===== config.mk =====
export PLATFORM = sky130hd
export DESIGN_NAME = rect_fill_writer
export DESIGN_NICKNAME = d
export VERILOG_FILES = /design/src/rtl/rect_fill_writer_pkg.sv /design/src/rtl/rect_clip.sv /design/src/rtl/rect_fill_writer.sv
export SDC_FILE = /design/constraint.sdc
export NUM_CORES = 1
export LEC_CHECK = 0
export BUFFER_PORTS_ARGS = -buffer_cell sky130_fd_sc_hd__buf_2
export CAP_MARGIN = 20
export CORE_ASPECT_RATIO = 1.2
export CORE_MARGIN = 5
export CORE_UTILIZATION = 40
export DETAILED_ROUTE_END_ITERATION = 7
export PLACE_DENSITY_LB_ADDON = 0.08
export SLEW_MARGIN = 20
export SYNTH_ARGS = -nofsm -noshare
export SYNTH_HDL_FRONTEND = slang
export SYNTH_HIERARCHICAL = 1
export SYNTH_SLANG_ARGS = --single-unit
export TNS_END_PERCENT = 5

===== constraint.sdc =====
create_clock -name vga_clk -period 13.53 [get_ports vga_clk]
set_input_delay 2.706 -clock vga_clk [delete_from_list [all_inputs] [get_ports vga_clk]]
set_output_delay 2.706 -clock vga_clk [all_outputs]
set_load 0.02 [all_outputs]

===== src/rtl/rect_fill_writer_pkg.sv =====
// Shared constants and FSM encoding for the rectangle fill writer and the video timing logic.
package rect_fill_writer_pkg;
  localparam int H_ACTIVE_DEF = 640;
  localparam int V_ACTIVE_DEF = 480;
  localparam int ADDR_W       = 19;
  localparam int PIX_W        = 24;
  localparam int X_W          = 10;
  localparam int Y_W          = 9;
  localparam int END_W        = 11;

  typedef enum logic [1:0] {
    ST_IDLE  = 2'd0,
    ST_SETUP = 2'd1,
    ST_FILL  = 2'd2,
    ST_DONE  = 2'd3
  } state_e;

  // Constant multiply unrolled into shifted adds (640 -> y<<9 + y<<7).
  function automatic logic [ADDR_W-1:0] mul_by_const(input logic [Y_W-1:0] y, input int k);
    logic [ADDR_W-1:0] acc;
    acc = '0;
    for (int i = 0; i < ADDR_W; i++) begin
      if (k[i]) begin
        acc = acc + (ADDR_W'(y) << i);
      end else begin
        acc = acc;
      end
    end
    return acc;
  endfunction
endpackage


===== src/rtl/rect_clip.sv =====
// Combinational clip of a rectangle against the visible area, plus the empty-rectangle flag.
module rect_clip
  import rect_fill_writer_pkg::*;
#(
  parameter int H_ACTIVE = H_ACTIVE_DEF,
  parameter int V_ACTIVE = V_ACTIVE_DEF
) (
  input  logic [X_W-1:0]   x_i,
  input  logic [Y_W-1:0]   y_i,
  input  logic [X_W-1:0]   w_i,
  input  logic [Y_W-1:0]   h_i,
  output logic [END_W-1:0] x_end_o,
  output logic [END_W-1:0] y_end_o,
  output logic             empty_o
);
  localparam logic [END_W-1:0] H_LIM = END_W'(H_ACTIVE);
  localparam logic [END_W-1:0] V_LIM = END_W'(V_ACTIVE);

  logic [END_W-1:0] x_sum;
  logic [END_W-1:0] y_sum;

  // Sums fit in 11 bits (max 1023+1023), so no overflow before clamping.
  always_comb begin
    x_sum   = END_W'(x_i) + END_W'(w_i);
    y_sum   = END_W'(y_i) + END_W'(h_i);
    x_end_o = (x_sum > H_LIM) ? H_LIM : x_sum;
    y_end_o = (y_sum > V_LIM) ? V_LIM : y_sum;
    empty_o = (w_i == 10'd0) || (h_i == 9'd0) ||
              (END_W'(x_i) >= H_LIM) || (END_W'(y_i) >= V_LIM);
  end
endmodule


===== src/rtl/rect_fill_writer.sv =====
// Fills a clipped rectangle of the framebuffer with one colour, one pixel per clock, row-major.
module rect_fill_writer
  import rect_fill_writer_pkg::*;
#(
  parameter int H_ACTIVE = H_ACTIVE_DEF,
  parameter int V_ACTIVE = V_ACTIVE_DEF
) (
  input  logic              vga_clk,
  input  logic              reset,
  input  logic              cmd_valid,
  output logic              cmd_ready,
  input  logic [X_W-1:0]    cmd_x,
  input  logic [Y_W-1:0]    cmd_y,
  input  logic [X_W-1:0]    cmd_w,
  input  logic [Y_W-1:0]    cmd_h,
  input  logic [PIX_W-1:0]  cmd_color,
  input  logic              abort,
  output logic [ADDR_W-1:0] write_addr,
  output logic [PIX_W-1:0]  write_data,
  output logic              wren_signal,
  output logic              busy,
  output logic              done
);
  state_e             state_q, state_d;
  logic [X_W-1:0]     x_q, x_d, w_q, w_d;
  logic [Y_W-1:0]     y_q, y_d, h_q, h_d;
  logic [PIX_W-1:0]   color_q, color_d;
  logic [END_W-1:0]   cur_x_q, cur_x_d, cur_y_q, cur_y_d;
  logic [ADDR_W-1:0]  row_q, row_d, addr_q, addr_d;
  logic [PIX_W-1:0]   data_q, data_d;
  logic               wren_q, wren_d, done_q, done_d;

  logic [END_W-1:0]   x_end, y_end;
  logic               empty;
  logic [ADDR_W-1:0]  row_base;
  logic               last_col, last_row;

  rect_clip #(.H_ACTIVE(H_ACTIVE), .V_ACTIVE(V_ACTIVE)) u_clip (
    .x_i(x_q), .y_i(y_q), .w_i(w_q), .h_i(h_q),
    .x_end_o(x_end), .y_end_o(y_end), .empty_o(empty)
  );

  assign row_base = mul_by_const(y_q, H_ACTIVE) + ADDR_W'(x_q);
  assign last_col = (cur_x_q + END_W'(1)) == x_end;
  assign last_row = (cur_y_q + END_W'(1)) == y_end;

  // Next-state and datapath control.
  always_comb begin
    state_d = state_q;
    x_d = x_q;  y_d = y_q;  w_d = w_q;  h_d = h_q;
    color_d = color_q;
    cur_x_d = cur_x_q;  cur_y_d = cur_y_q;
    row_d   = row_q;    addr_d  = addr_q;
    data_d  = data_q;
    wren_d  = 1'b0;
    done_d  = 1'b0;
    case (state_q)
      ST_IDLE: begin
        if (cmd_valid) begin
          x_d = cmd_x;  y_d = cmd_y;  w_d = cmd_w;  h_d = cmd_h;
          color_d = cmd_color;
          state_d = ST_SETUP;
        end else begin
          state_d = ST_IDLE;
        end
      end
      ST_SETUP: begin
        data_d = color_q;
        if (abort) begin
          state_d = ST_IDLE;
        end else if (empty) begin
          state_d = ST_DONE;
          done_d  = 1'b1;
        end else begin
          state_d = ST_FILL;
          wren_d  = 1'b1;
          addr_d  = row_base;
          row_d   = row_base;
          cur_x_d = END_W'(x_q);
          cur_y_d = END_W'(y_q);
        end
      end
      ST_FILL: begin
        if (abort) begin
          state_d = ST_IDLE;
        end else if (last_col && last_row) begin
          state_d = ST_DONE;
          done_d  = 1'b1;
        end else if (last_col) begin
          wren_d  = 1'b1;
          cur_x_d = END_W'(x_q);
          cur_y_d = cur_y_q + END_W'(1);
          row_d   = row_q + ADDR_W'(H_ACTIVE);
          addr_d  = row_q + ADDR_W'(H_ACTIVE);
        end else begin
          wren_d  = 1'b1;
          cur_x_d = cur_x_q + END_W'(1);
          addr_d  = addr_q + ADDR_W'(1);
        end
      end
      ST_DONE: begin
        state_d = ST_IDLE;
      end
      default: begin
        state_d = ST_IDLE;
      end
    endcase
  end

  // State and output registers; reset drops the write strobe asynchronously.
  always_ff @(posedge vga_clk or posedge reset) begin
    if (reset) begin
      state_q <= ST_IDLE;
      x_q <= '0;  y_q <= '0;  w_q <= '0;  h_q <= '0;
      color_q <= '0;
      cur_x_q <= '0;  cur_y_q <= '0;
      row_q   <= '0;  addr_q  <= '0;
      data_q  <= '0;
      wren_q  <= 1'b0;
      done_q  <= 1'b0;
    end else begin
      state_q <= state_d;
      x_q <= x_d;  y_q <= y_d;  w_q <= w_d;  h_q <= h_d;
      color_q <= color_d;
      cur_x_q <= cur_x_d;  cur_y_q <= cur_y_d;
      row_q   <= row_d;    addr_q  <= addr_d;
      data_q  <= data_d;
      wren_q  <= wren_d;
      done_q  <= done_d;
    end
  end

  assign cmd_ready   = (state_q == ST_IDLE);
  assign busy        = (state_q != ST_IDLE);
  assign write_addr  = addr_q;
  assign write_data  = data_q;
  assign wren_signal = wren_q;
  assign done        = done_q;
endmodule


Word level (Yosys, flattened, before mapping)

Cells that the tools add are included.

Bits in registers: 150
Input bits: 66
Output and inout bits: 47
Logic and storage cells: 88

Add/sub/neg operators: 8
$lt $le $gt $ge: 4
Equal/unequal tests: 11
Multiplexer cells: 40
Reduce and logical (&&, ||, !) cells: 12

Operator list:

| kind                                                                    | number |
|---|---|
| 19-bit two-way mux                                                      | 8 |
| 11-bit two-way mux                                                      | 12 |
| 19-bit case mux with 2 select lines                                     | 2 |
| 11-bit case mux with 2 select lines                                     | 2 |
| 11-bit by 1-bit adder with 11-bit output (second input constant)        | 2 |
| 11-bit == test                                                          | 2 |
| 16-bit by 18-bit adder with 19-bit output                               | 1 |
| 19-bit by 1-bit adder with 19-bit output (second input constant)        | 1 |
| 19-bit by 10-bit adder with 19-bit output                               | 1 |
| 19-bit by 10-bit adder with 19-bit output (second input constant)       | 1 |
| 10-bit by 10-bit adder with 11-bit output                               | 1 |
| 11-bit by 10-bit > comparator with 1-bit output (second input constant) | 1 |
| 11-bit by 9-bit > comparator with 1-bit output (second input constant)  | 1 |
| 9-bit by 9-bit adder with 10-bit output                                 | 1 |
| 10-bit >= comparator (second input constant)                            | 1 |
| 10-bit zero test                                                        | 1 |
| 1-bit two-way mux                                                       | 10 |
| 2-bit != test (second input constant)                                   | 5 |
| 9-bit >= comparator (second input constant)                             | 1 |
| 9-bit zero test                                                         | 1 |
| 2-bit case mux with 4 select lines                                      | 1 |
| 2-bit two-way mux                                                       | 3 |
| 6-bit AND reduction                                                     | 1 |
| 5-bit AND reduction                                                     | 1 |
| 9 further kinds                                                         | 14 |

Longest topological paths before layout

Gate-level depths: netlist of run 1.

Depth after elaboration: 8
Depth in mapped cells: 20
Gate-level depth less buffers: 18

Hierarchy

Netlist of run 1, hierarchy kept.

Modules (own cells, without submodules):

| module           | times used | cells each | area each (µm²) | seq. area each (µm²) |
|---|---|---|---|---|
| rect_fill_writer | 1          | 803        | 8423.1          | 3753.6 |
| rect_clip        | 1          | 145        | 1093.5          | 0.0 |

Worst setup path before layout of run 1

OpenSTA, ideal clock, no wires.

Kind: flip-flop to flip-flop
Start point: register x_q[0]
End point: register addr_q[13] (netlist: write_addr[13])
Setup time: 0.121 ns
Arrival time: 4.209 ns
Data required time: 13.409 ns
Path slack: 9.200 ns
Cell stages (with the launch flop): 19
Path buffers: 1
Clock period less this slack: 4.330 ns
Cells stage by stage: dfrtp_1 -> ha_1 -> inv_1 -> fa_1 -> nand2b_1 -> a211oi_2 -> nor3_2 -> a2111oi_4 -> nor2_2 -> a21o_1 -> nor2b_4 -> nor2b_1 -> o311ai_0 -> o21ai_0 -> or4_1 -> buf_4 -> o31a_1 -> a21bo_1 -> a22o_1

Word-level cells in the longest chain between the ends: 8
Elaborated cells between the ends (all ways): 18
Those cells by class: add/sub: 2; order compare: 2; eq/ne: 3; mux: 7; reduce/logical: 4

RTL lines:

| item                                            | line                    | RTL |
|---|---|---|
| from (decl)                                     | rect_fill_writer.sv:25  | `logic [X_W-1:0] x_q, x_d, w_q, w_d;` |
| from (signal assigned)                          | rect_fill_writer.sv:114 | `x_q <= '0; y_q <= '0; w_q <= '0; h_q <= '0;` |
| from (signal assigned)                          | rect_fill_writer.sv:123 | `x_q <= x_d; y_q <= y_d; w_q <= w_d; h_q <= h_d;` |
| 10-bit by 10-bit adder with 11-bit output *     | rect_clip.sv:24         | `x_sum = END_W'(x_i) + END_W'(w_i);` |
| 11-bit by 10-bit > comparator with 1-bit output | rect_clip.sv:26         | `x_end_o = (x_sum > H_LIM) ? H_LIM : x_sum;` |
| 11-bit two-way mux *                            | rect_clip.sv:26         |  |
| via x_end[2]                                    | rect_fill_writer.sv:33  | `logic [END_W-1:0] x_end, y_end;` |
| 11-bit == test *                                | rect_fill_writer.sv:44  | `assign last_col = (cur_x_q + END_W'(1)) == x_end;` |
| 19-bit two-way mux                              | rect_fill_writer.sv:89  | `end else if (last_col) begin` |
| 19-bit two-way mux                              | rect_fill_writer.sv:86  | `end else if (last_col && last_row) begin` |
| 19-bit two-way mux                              | rect_fill_writer.sv:84  | `if (abort) begin` |
| 19-bit case mux with 2 select lines             | rect_fill_writer.sv:57  | `case (state_q)` |
| to (signal assigned)                            | rect_fill_writer.sv:126 | `row_q <= row_d; addr_q <= addr_d;` |
| to (decl)                                       | rect_fill_writer.sv:29  | `logic [ADDR_W-1:0] row_q, row_d, addr_q, addr_d;` |

The timed path passes the listed nets; every way through them passes the cells marked *. The select of a mux whose other input is x is not followed.
A chain may end at the register's enable or synchronous reset.

Worst setup path after layout of run 1

Start point: register y_q[0]
End point: register row_q[17]

Word-level cells in the longest chain between the ends: 7
Elaborated cells between the ends (all ways): 15
Those cells by class: add/sub: 3; order compare: 2; eq/ne: 3; mux: 4; reduce/logical: 3

RTL lines:

| item                                           | line                    | RTL |
|---|---|---|
| from (decl)                                    | rect_fill_writer.sv:26  | `logic [Y_W-1:0] y_q, y_d, h_q, h_d;` |
| from (signal assigned)                         | rect_fill_writer.sv:114 |  |
| from (signal assigned)                         | rect_fill_writer.sv:123 |  |
| 9-bit by 9-bit adder with 10-bit output *      | rect_clip.sv:25         | `y_sum = END_W'(y_i) + END_W'(h_i);` |
| 11-bit by 9-bit > comparator with 1-bit output | rect_clip.sv:27         | `y_end_o = (y_sum > V_LIM) ? V_LIM : y_sum;` |
| 11-bit two-way mux *                           | rect_clip.sv:27         |  |
| via y_end[4]                                   | rect_fill_writer.sv:33  |  |
| 11-bit == test *                               | rect_fill_writer.sv:45  | `assign last_row = (cur_y_q + END_W'(1)) == y_end;` |
| 1-bit logical AND *                            | rect_fill_writer.sv:86  |  |
| 2-bit != test (no source line) *               | --                      |  |
| 6-bit AND reduction (no source line) *         | --                      |  |
| to (signal assigned)                           | rect_fill_writer.sv:126 |  |
| to (decl)                                      | rect_fill_writer.sv:29  |  |

Marks and branches as above.

==> results of run 1 <==
## logic make-up (layout without fill, tap and decap cells)
| kind of cell | after synthesis | count (layout) | synth area share, % |
|---|---|---|---|
| buffers and inverters | 79 | 185 | 3.59 |
| AND/OR/NAND/NOR | 263 | 263 | 14.6 |
| XOR/XNOR | 67 | 67 | 6.17 |
| adder cells (fa/ha/maj) | 47 | 47 | 6.49 |
| AO/OA/AOI/OAI | 225 | 225 | 16.2 |
| multiplexers | 116 | 116 | 13.4 |
| other | 1 | 3 | 0.0394 |
| flip-flops | 150 | 150 | 39.4 |
## layer usage
layer  track usage, %  up-vias  share of wire [%]
li1                 -     3667                  -
met1             25.6     3674                 45
met2             32.0      152                 48
met3             5.16       28                5.5
met4             4.95        8                1.4
met5                0        -               0.22
## critical path: cells and delay by family (launching register included)
family | cells | cell delay (ns)
xor gates and xnor gates | 2 | 0.32
and+or+nand+nor | 3 | 1.23
muxes | 3 | 0.73
AOI/OAI and AO/OA | 7 | 2.27
DFF | 1 | 0.43
adders and majority gates | 2 | 0.67
## how the worst min path moves through the flow
stage / from / to / cells past startpoint / slack (ns)
after floorplan: row_q[2] / row_q[2] / 2 / 0.45
after global placement: row_q[3] / row_q[3] / 2 / 0.46
after detailed placement: row_q[3] / row_q[3] / 2 / 0.47
after CTS: row_q[3] / row_q[3] / 2 / 0.49
after global routing: row_q[2] / row_q[2] / 2 / 0.52
final: row_q[3] / row_q[3] / 2 / 0.48
## through the flow
stage          util (%)  cell area [um2]  worst slack, ns  hold WS [ns]  instances
2_1_floorplan         -             9520             6.79         0.449        950
3_3_place_gp       44.4            10300             8.01         0.462       1338
3_5_place_dp       44.4            10300             7.83         0.474       1338
4_1_cts            47.1            11000             7.81         0.491       1370
5_1_grt            47.2            11000             7.24         0.520       1371
6_report           47.2            11000             7.76         0.485       1371
## registers in the layout, summed over array words and instances (netlist names)
signal       count
x_q             10
y_q              9
cur_y_q         11
done             1
write_data      24
cur_x_q         11
wren_signal      1
color_q         24
state_q          2
write_addr      19
h_q              9
w_q             10
row_q           19
## Yosys cell counts (all sizes together) (5+ instances only)
master    n
dfrtp   150
mux2     94
nand2    64
a21oi    60
nor2     52
ha       43
o21ai    39
xnor2    36
nand3    35
inv      31
xor2     31
clkbuf   27
nor3     27
mux2i    22
buf      21
nand4    21
o22ai    16
and2     12
o21a     12
a31oi    11
a211oi    9
a21o      9
and3      9
nor2b     7
nor4      6
o211ai    6
o31ai     6
or3       6
nand2b    5
## cell type report
| cell class | instances | share of cell area (%) |
|---|---|---|
| Clock buffer | 17 | 3.87 |
| Clock inverter | 15 | 1.71 |
| Inverter | 31 | 1.11 |
| Multi-Input combinational cell | 721 | 49.6 |
| Sequential cell | 150 | 34.2 |
| Tap cell | 315 | 3.59 |
| Timing Repair Buffer | 122 | 5.97 |
==> metrics.csv, run 1 <==
metric,value,unit
proportion of layout cells with a drive suffix above 1,25.9,%
CP dominant cell by count,sky130_fd_sc_hd__mux2i_1,
R2R setup slack,7.76,ns
startpoint types,register,
measured slew at the worst slew-check pin,0.988,ns
average via count per standard cell,5.49,
number of clock buffers inserted by TritonCTS,17,
Synth top area share,39.4,%
y dimension of the die,179,um
source of the worst register-to-register timing path,y_q[0],
number of synthesized flops with an enable pin,0,
"Primary FF master, synth",sky130_fd_sc_hd__dfrtp_1,
"Slowest-stage cell, CP",sky130_fd_sc_hd__o21ai_1,
CP Capture Point,row_q[17],
Top-Level Pins,113,
TritonCTS clock tree,done,
highest net fanout along the worst path,15,
die width,151,um
Post-CTS Setup Repair Bufs,0,
insertion delay to the later sink of the worst-skew pair,0.43,ns
Register Area,3750,um2
Crit. Startpoint,y_q[0],
worst setup skew after layout,0.0117,ns
path type of the worst min-delay path,reg -> reg,
final count of pins violating max slew,0,
Cell variety after synth,86,
global-route wire length before repair,41400,um
Max transition margin,33.9,%
Setup TNS,0,ns
detailed placer's ending HPWL,18100,um
antenna violations before repair,4,
required arrival time at the worst endpoint,13.84,ns
IO buf count,112,
post-route DRC violation count,0,
Post-synth ARST share,100,%
largest net degree at the start of global routing,108,
number of antenna cells inserted,0,
most frequent cells in the layout,"sky130_fd_sc_hd__dfrtp_1 (150), sky130_fd_sc_hd__buf_2 (112), sky130_fd_sc_hd__mux2_2 (93)",
num rows,61,
clk sinks,150,
iteration count of the initial detailed-routing pass,5,
number of global-route vias before repair,7635,
worst reg2reg path depth,17,
number of buffers on the longest clock path,2,
post-synthesis sequential element count,150,
routed via count,7529,
Worst path max stage delay,0.71,ns
Die Outline Area,27000,um2
Max-cap violations,0,
H-tree levels,4,
post-synthesis to final-layout area growth,15.4,%
upper clock frequency limit,173,MHz
"Worst Path Class, Setup",reg -> reg,
fillcell total,2223,
endpoint type of the worst setup path,register,
data arrival time of the critical path,6.08,ns
number of standard cells after synthesis,948,
total of hold buffers inserted after clock tree synthesis,0,
post-synth design cell area,9520,um2
total routing resource utilization after global routing,19.5,%
core region area,23300,um2
RePlAce Congestion,0.813,
outcome,"complete, no violations",
clock-pin slew of the registers on the worst-case setup and hold paths,0.07,ns
combined area of the multi-input logic cells,5440,um2
Mean Syn Cell Area,10.0,um2
number of nets with antenna violations after routing,0,
total congestion overflow,0,
count of warnings emitted by yosys,6,
post-synthesis sequential area ratio,39.4,%
clock period minus worst slack,5.77,ns
setup repair after global routing missed its margin,no,
iteration-0 DRC count of the detailed router,279,
Setup Viol. Count Final,0,
final hold violation count,0,
cell chosen for the clock root,sky130_fd_sc_hd__clkbuf_16,
final routed wire length divided by cell count,18.4,um
"commonest non-fill, non-tap cell in the layout",sky130_fd_sc_hd__dfrtp_1,
Final Net Count,1156,
Initial Util,40.9,%
number of cells upsized or downsized after cts,0,
final routed wirelength across all metal layers,25200,um
end of the worst register-to-register path,row_q[17],
top post-synthesis cells by area,"sky130_fd_sc_hd__dfrtp_1 (39%), sky130_fd_sc_hd__mux2_2 (11%), sky130_fd_sc_hd__ha_1 (5.7%)",
CP Cell Sequence,ha_1 > fa_1 > a211oi_1 > o21bai_1 > a21oi_1 > xor2_1 > a311o_1 > o31ai_2 > nor2_1 > xnor2_1 > mux2i_1 > mux2i_1 > a2111oi_0 > nand4_1 > and2_1 > o21ai_1 > mux2_2,
final cycle utilization of the critical path,42.6,%
cell type with the largest total area after synthesis,sky130_fd_sc_hd__dfrtp_1,
Power of run 1 is not shown: default switching activity piles up to over one toggle a cycle in this logic, so the estimate is an artifact.
==> run 2: changes to the inputs <==
Clock period 13.53 ns to 5.85 ns, I/O delays scaled along.
==> run 2 against run 1 <==
  * Via count rose by 0.37%
  * Maximum frequency grew 12%
  * Flip-flop and latch count did not move
  * Die area stayed put
  * Non-clock buffer count up 4
  * Clock skew hardly changed
  * Setup slack lost 7.0 ns
  * Final area rose by 0.21%
  * Register-to-register slack worse by 7.0 ns
  * First-iteration DRC count is 5.7% higher
  * Cell count is 0.36% higher
  * Count of clock-buffer cells in the layout is the same
  * Critical path type unchanged
==> metrics.csv, run 2 (synthesized netlist as in run 1, its figures left out) <==
metric,value,unit
Max transition margin,28.5,%
Final Net Count,1160,
H-tree levels,4,
total congestion overflow,0,
path type of the worst min-delay path,reg -> reg,
highest net fanout along the worst path,15,
worst setup slack before clock tree synthesis,0.764,ns
total of hold buffers inserted after clock tree synthesis,0,
IO buf count,112,
clock period minus worst slack,5.13,ns
die width,151,um
setup repair after global routing missed its margin,no,
Setup Viol. Count Final,0,
TritonCTS clock tree,done,
final hold violation count,0,
final routed wire length divided by cell count,18.5,um
required arrival time at the worst endpoint,6.16,ns
detailed placer's ending HPWL,18800,um
smallest setup slack after layout,0.719,ns
"Worst Path Class, Setup",reg -> reg,
total routing resource utilization after global routing,19.7,%
end of the worst register-to-register path,row_q[17],
Max-cap violations,0,
post-route DRC violation count,0,
Setup TNS,0,ns
final core area utilization,47.3,%
iteration count of the initial detailed-routing pass,5,
fillcell total,2243,
endpoint type of the worst setup path,register,
outcome,"complete, no violations",
global-route wire length before repair,42100,um
CP Capture Point,row_q[17],
number of clock buffers inserted by TritonCTS,17,
R2R setup slack,0.72,ns
antenna violations before repair,3,
number of global-route vias before repair,7622,
number of cells upsized or downsized after cts,0,
Post-CTS Setup Repair Bufs,0,
worst setup skew after layout,0.0120,ns
clk sinks,150,
number of nets with antenna violations after routing,0,
post-synthesis to final-layout area growth,15.6,%
iteration-0 DRC count of the detailed router,295,
average via count per standard cell,5.49,
y dimension of the die,179,um
startpoint types,register,
core region area,23300,um2
insertion delay to the later sink of the worst-skew pair,0.43,ns
most frequent cells in the layout,"sky130_fd_sc_hd__dfrtp_1 (150), sky130_fd_sc_hd__buf_2 (112), sky130_fd_sc_hd__mux2_2 (93)",
routed via count,7557,
measured slew at the worst slew-check pin,1.07,ns
Initial Util,40.9,%
Crit. Startpoint,y_q[0],
RePlAce Congestion,0.839,
worst reg2reg path depth,18,
final routed wirelength across all metal layers,25500,um
final count of pins violating max slew,0,
num rows,61,
proportion of layout cells with a drive suffix above 1,26.2,%
"commonest non-fill, non-tap cell in the layout",sky130_fd_sc_hd__dfrtp_1,
final cycle utilization of the critical path,87.7,%
Die Outline Area,27000,um2
clock-pin slew of the registers on the worst-case setup and hold paths,0.07,ns
largest net degree at the start of global routing,70,
upper clock frequency limit,195,MHz
data arrival time of the critical path,5.44,ns
source of the worst register-to-register timing path,y_q[0],
cell chosen for the clock root,sky130_fd_sc_hd__clkbuf_16,
Top-Level Pins,113,
number of buffers on the longest clock path,2,
[run 2: metrics by stage]
stage	hold slack [ns]	instances	instance area, um2
2_1_floorplan	0.449	950	9520
3_3_place_gp	0.462	1343	10400
3_5_place_dp	0.472	1343	10400
4_1_cts	0.487	1375	11000
5_1_grt	0.514	1376	11000
6_report	0.485	1376	11000
[run 2: cell type report]
type                            count  area, um2  area share, %
Clock inverter                     15        185           1.68
Antenna cell                        1       2.50         0.0227
Sequential cell                   150       3750           34.1
Timing Repair Buffer              126        678           6.16
Tap cell                          315        394           3.58
Clock buffer                       17        425           3.87
Inverter                           31        121           1.10
Multi-Input combinational cell    721       5440           49.5
[run 2: worst min path at each step]
| stage | start | to | slack [ns] | depth (start not counted) |
|---|---|---|---|---|
| after detailed placement | row_q[3] | row_q[3] | 0.47 | 2 |
| after global placement | row_q[1] | row_q[1] | 0.46 | 2 |
| final | row_q[3] | row_q[3] | 0.48 | 2 |
| after floorplan | row_q[2] | row_q[2] | 0.45 | 2 |
| after global routing | color_q[23] | color_q[23] | 0.51 | 1 |
| after CTS | row_q[3] | row_q[3] | 0.49 | 2 |
[run 2: routing by layer]
metal | vias to the layer above | wire length (um) | share of wire (%) | track usage [%]
met5 | - | 14 | 0.055 | 0
met4 | 4 | 352 | 1.4 | 4.84
met3 | 25 | 1320 | 5.2 | 4.58
met2 | 158 | 12200 | 48 | 31.8
met1 | 3690 | 11600 | 46 | 26.8
li1 | 3680 | - | - | -
[run 2: critical path, cell delays in order, from the launching register on]
cell	delay [ns]
sky130_fd_sc_hd__dfrtp_1	0.43
sky130_fd_sc_hd__ha_1	0.24
sky130_fd_sc_hd__fa_1	0.42
sky130_fd_sc_hd__a211oi_1	0.30
sky130_fd_sc_hd__o21bai_1	0.11
sky130_fd_sc_hd__a21oi_1	0.18
sky130_fd_sc_hd__xor2_1	0.11
sky130_fd_sc_hd__a311o_1	0.29
sky130_fd_sc_hd__o31ai_2	0.33
sky130_fd_sc_hd__nor2_1	0.10
sky130_fd_sc_hd__xnor2_1	0.22
sky130_fd_sc_hd__mux2i_1	0.21
sky130_fd_sc_hd__mux2i_1	0.11
sky130_fd_sc_hd__a2111oi_0	0.30
sky130_fd_sc_hd__nand4_1	0.15
sky130_fd_sc_hd__buf_4	0.22
sky130_fd_sc_hd__and2_1	0.21
sky130_fd_sc_hd__o21ai_1	0.68
sky130_fd_sc_hd__mux2_2	0.41
Power of run 2 is left out for the same reason.
==> run 3: changes to the inputs <==
Settings changed: PLACE_DENSITY_LB_ADDON 0.08 to default, SETUP_SLACK_MARGIN from default to 0.02.
Clock period 5.85 ns to 5.5 ns, I/O delays scaled along.
==> run 3 against run 2 <==
  * Die area is the same
  * Global-route usage down 0.65 points
  * Core utilization about the same
  * Cell count grew 0.51%
==> metrics.csv, run 3 (synthesized netlist as in run 1, its figures left out) <==
metric,value,unit
post-synthesis to final-layout area growth,15.6,%
core region area,23300,um2
Top-Level Pins,113,
clock period minus worst slack,4.95,ns
"Slowest-stage cell, CP",sky130_fd_sc_hd__nor2_1,
global-route wire length before repair,41100,um
most frequent cells in the layout,"sky130_fd_sc_hd__dfrtp_1 (150), sky130_fd_sc_hd__buf_2 (112), sky130_fd_sc_hd__mux2_2 (93)",
RePlAce Congestion,0.865,
Worst Hold Endpoint,row_q[1],
CP dominant cell by count,sky130_fd_sc_hd__o21ai_0,
setup repair after global routing missed its margin,no,
final routed wirelength across all metal layers,24600,um
number of global-route vias before repair,7837,
endpoint type of the worst setup path,register,
proportion of layout cells with a drive suffix above 1,26.8,%
measured slew at the worst slew-check pin,1.07,ns
IO buf count,112,
R2R setup slack,0.55,ns
post-route DRC violation count,0,
final routed wire length divided by cell count,17.8,um
iteration count of the initial detailed-routing pass,6,
worst setup skew after layout,0.0118,ns
startpoint types,register,
worst reg2reg path depth,19,
outcome,"complete, no violations",
average via count per standard cell,5.55,
Setup Viol. Count Final,0,
Min Hold Slack,0.486,ns
die width,151,um
routed via count,7672,
H-tree levels,4,
cell chosen for the clock root,sky130_fd_sc_hd__clkbuf_16,
number of clock buffers inserted by TritonCTS,17,
"Largest delay share family, worst path",compound AO/OA/AOI/OAI gates,
total congestion overflow,0,
Final Net Count,1168,
end of the worst register-to-register path,cur_x_q[4],
Setup TNS,0,ns
upper clock frequency limit,202,MHz
clk sinks,150,
"commonest non-fill, non-tap cell in the layout",sky130_fd_sc_hd__dfrtp_1,
clock-pin slew of the registers on the worst-case setup and hold paths,0.07,ns
number of cells upsized or downsized after cts,0,
final count of pins violating max slew,0,
detailed placer's ending HPWL,17900,um
worst hold path stage count,2,
Max transition margin,28.2,%
largest net degree at the start of global routing,56,
number of buffers on the longest clock path,2,
num rows,61,
total routing resource utilization after global routing,19.0,%
Worst path max stage delay,0.82,ns
Max-cap violations,0,
Initial Util,40.9,%
final hold violation count,0,
CP Cell Sequence,ha_1 > inv_1 > fa_1 > nand2b_1 > a211oi_2 > nor3_2 > a2111oi_4 > nor2_2 > a21o_1 > nor2b_4 > nor2b_1 > o21ai_0 > o311ai_0 > o21ai_0 > nor4_4 > buf_4 > nor2_1 > a21boi_0 > a2bb2oi_1,
number of antenna cells inserted,0,
insertion delay to the later sink of the worst-skew pair,0.43,ns
final cycle utilization of the critical path,90.0,%
WP buf/inv,2,
highest net fanout along the worst path,13,
total of hold buffers inserted after clock tree synthesis,0,
fillcell total,2188,
iteration-0 DRC count of the detailed router,433,
y dimension of the die,179,um
data arrival time of the critical path,5.23,ns
Post-CTS Setup Repair Bufs,0,
source of the worst register-to-register timing path,x_q[0],
required arrival time at the worst endpoint,5.78,ns
antenna violations before repair,2,
Die Outline Area,27000,um2
TritonCTS clock tree,done,
number of nets with antenna violations after routing,0,
"Worst Path Class, Setup",reg -> reg,
HP Start,row_q[1],
path type of the worst min-delay path,reg -> reg,
==> run 3: worst max path at each step <==
stage / endpoint / startpoint / cells after the start / slack (ns)
final: cur_x_q[4] / x_q[0] / 19 / 0.55
after global routing: cur_x_q[4] / x_q[0] / 19 / 0.14
after CTS: write_addr[15] / x_q[0] / 18 / 0.57
after detailed placement: write_addr[15] / x_q[0] / 18 / 0.60
after global placement: write_addr[9] / y_q[0] / 17 / 0.69
after floorplan: color_q[0] / reset / 1 / 0.36
==> run 3: through the flow <==
| stage | std cells | utilization, % | cell area (um2) | setup slack (ns) |
|---|---|---|---|---|
| 2_1_floorplan | 950 | - | 9520 | 0.364 |
| 3_3_place_gp | 1351 | 44.8 | 10400 | 0.688 |
| 3_5_place_dp | 1351 | 44.8 | 10400 | 0.595 |
| 4_1_cts | 1383 | 47.3 | 11000 | 0.573 |
| 5_1_grt | 1383 | 47.3 | 11000 | 0.139 |
| 6_report | 1383 | 47.3 | 11000 | 0.548 |
==> run 3: worst min-delay path: stages (launching register included) <==
cell	delay [ns]
sky130_fd_sc_hd__dfrtp_1	0.34
sky130_fd_sc_hd__nand2_1	0.04
sky130_fd_sc_hd__o21ai_0	0.06
==> run 3: area by class of cell <==
| class | instances | area (um2) | share of cell area, % |
|---|---|---|---|
| clock buffer | 17 | 425 | 3.87 |
| clock inverter | 15 | 143 | 1.30 |
| inverter | 31 | 121 | 1.10 |
| multi-input combinational | 721 | 5440 | 49.5 |
| sequential | 150 | 3750 | 34.1 |
| tap | 315 | 394 | 3.58 |
| timing repair buffer | 134 | 726 | 6.59 |
==> run 3: layer usage <==
metal	vias up	share of wire, %	GRT usage (%)	wire length [um]
met5	-	0.086	0	21
met4	4	1.9	5.63	459
met3	39	7.4	5.39	1810
met2	227	47	30.7	11500
met1	3702	44	25.0	10800
li1	3700	-	-	-
Power of run 3 is left out for the same reason.
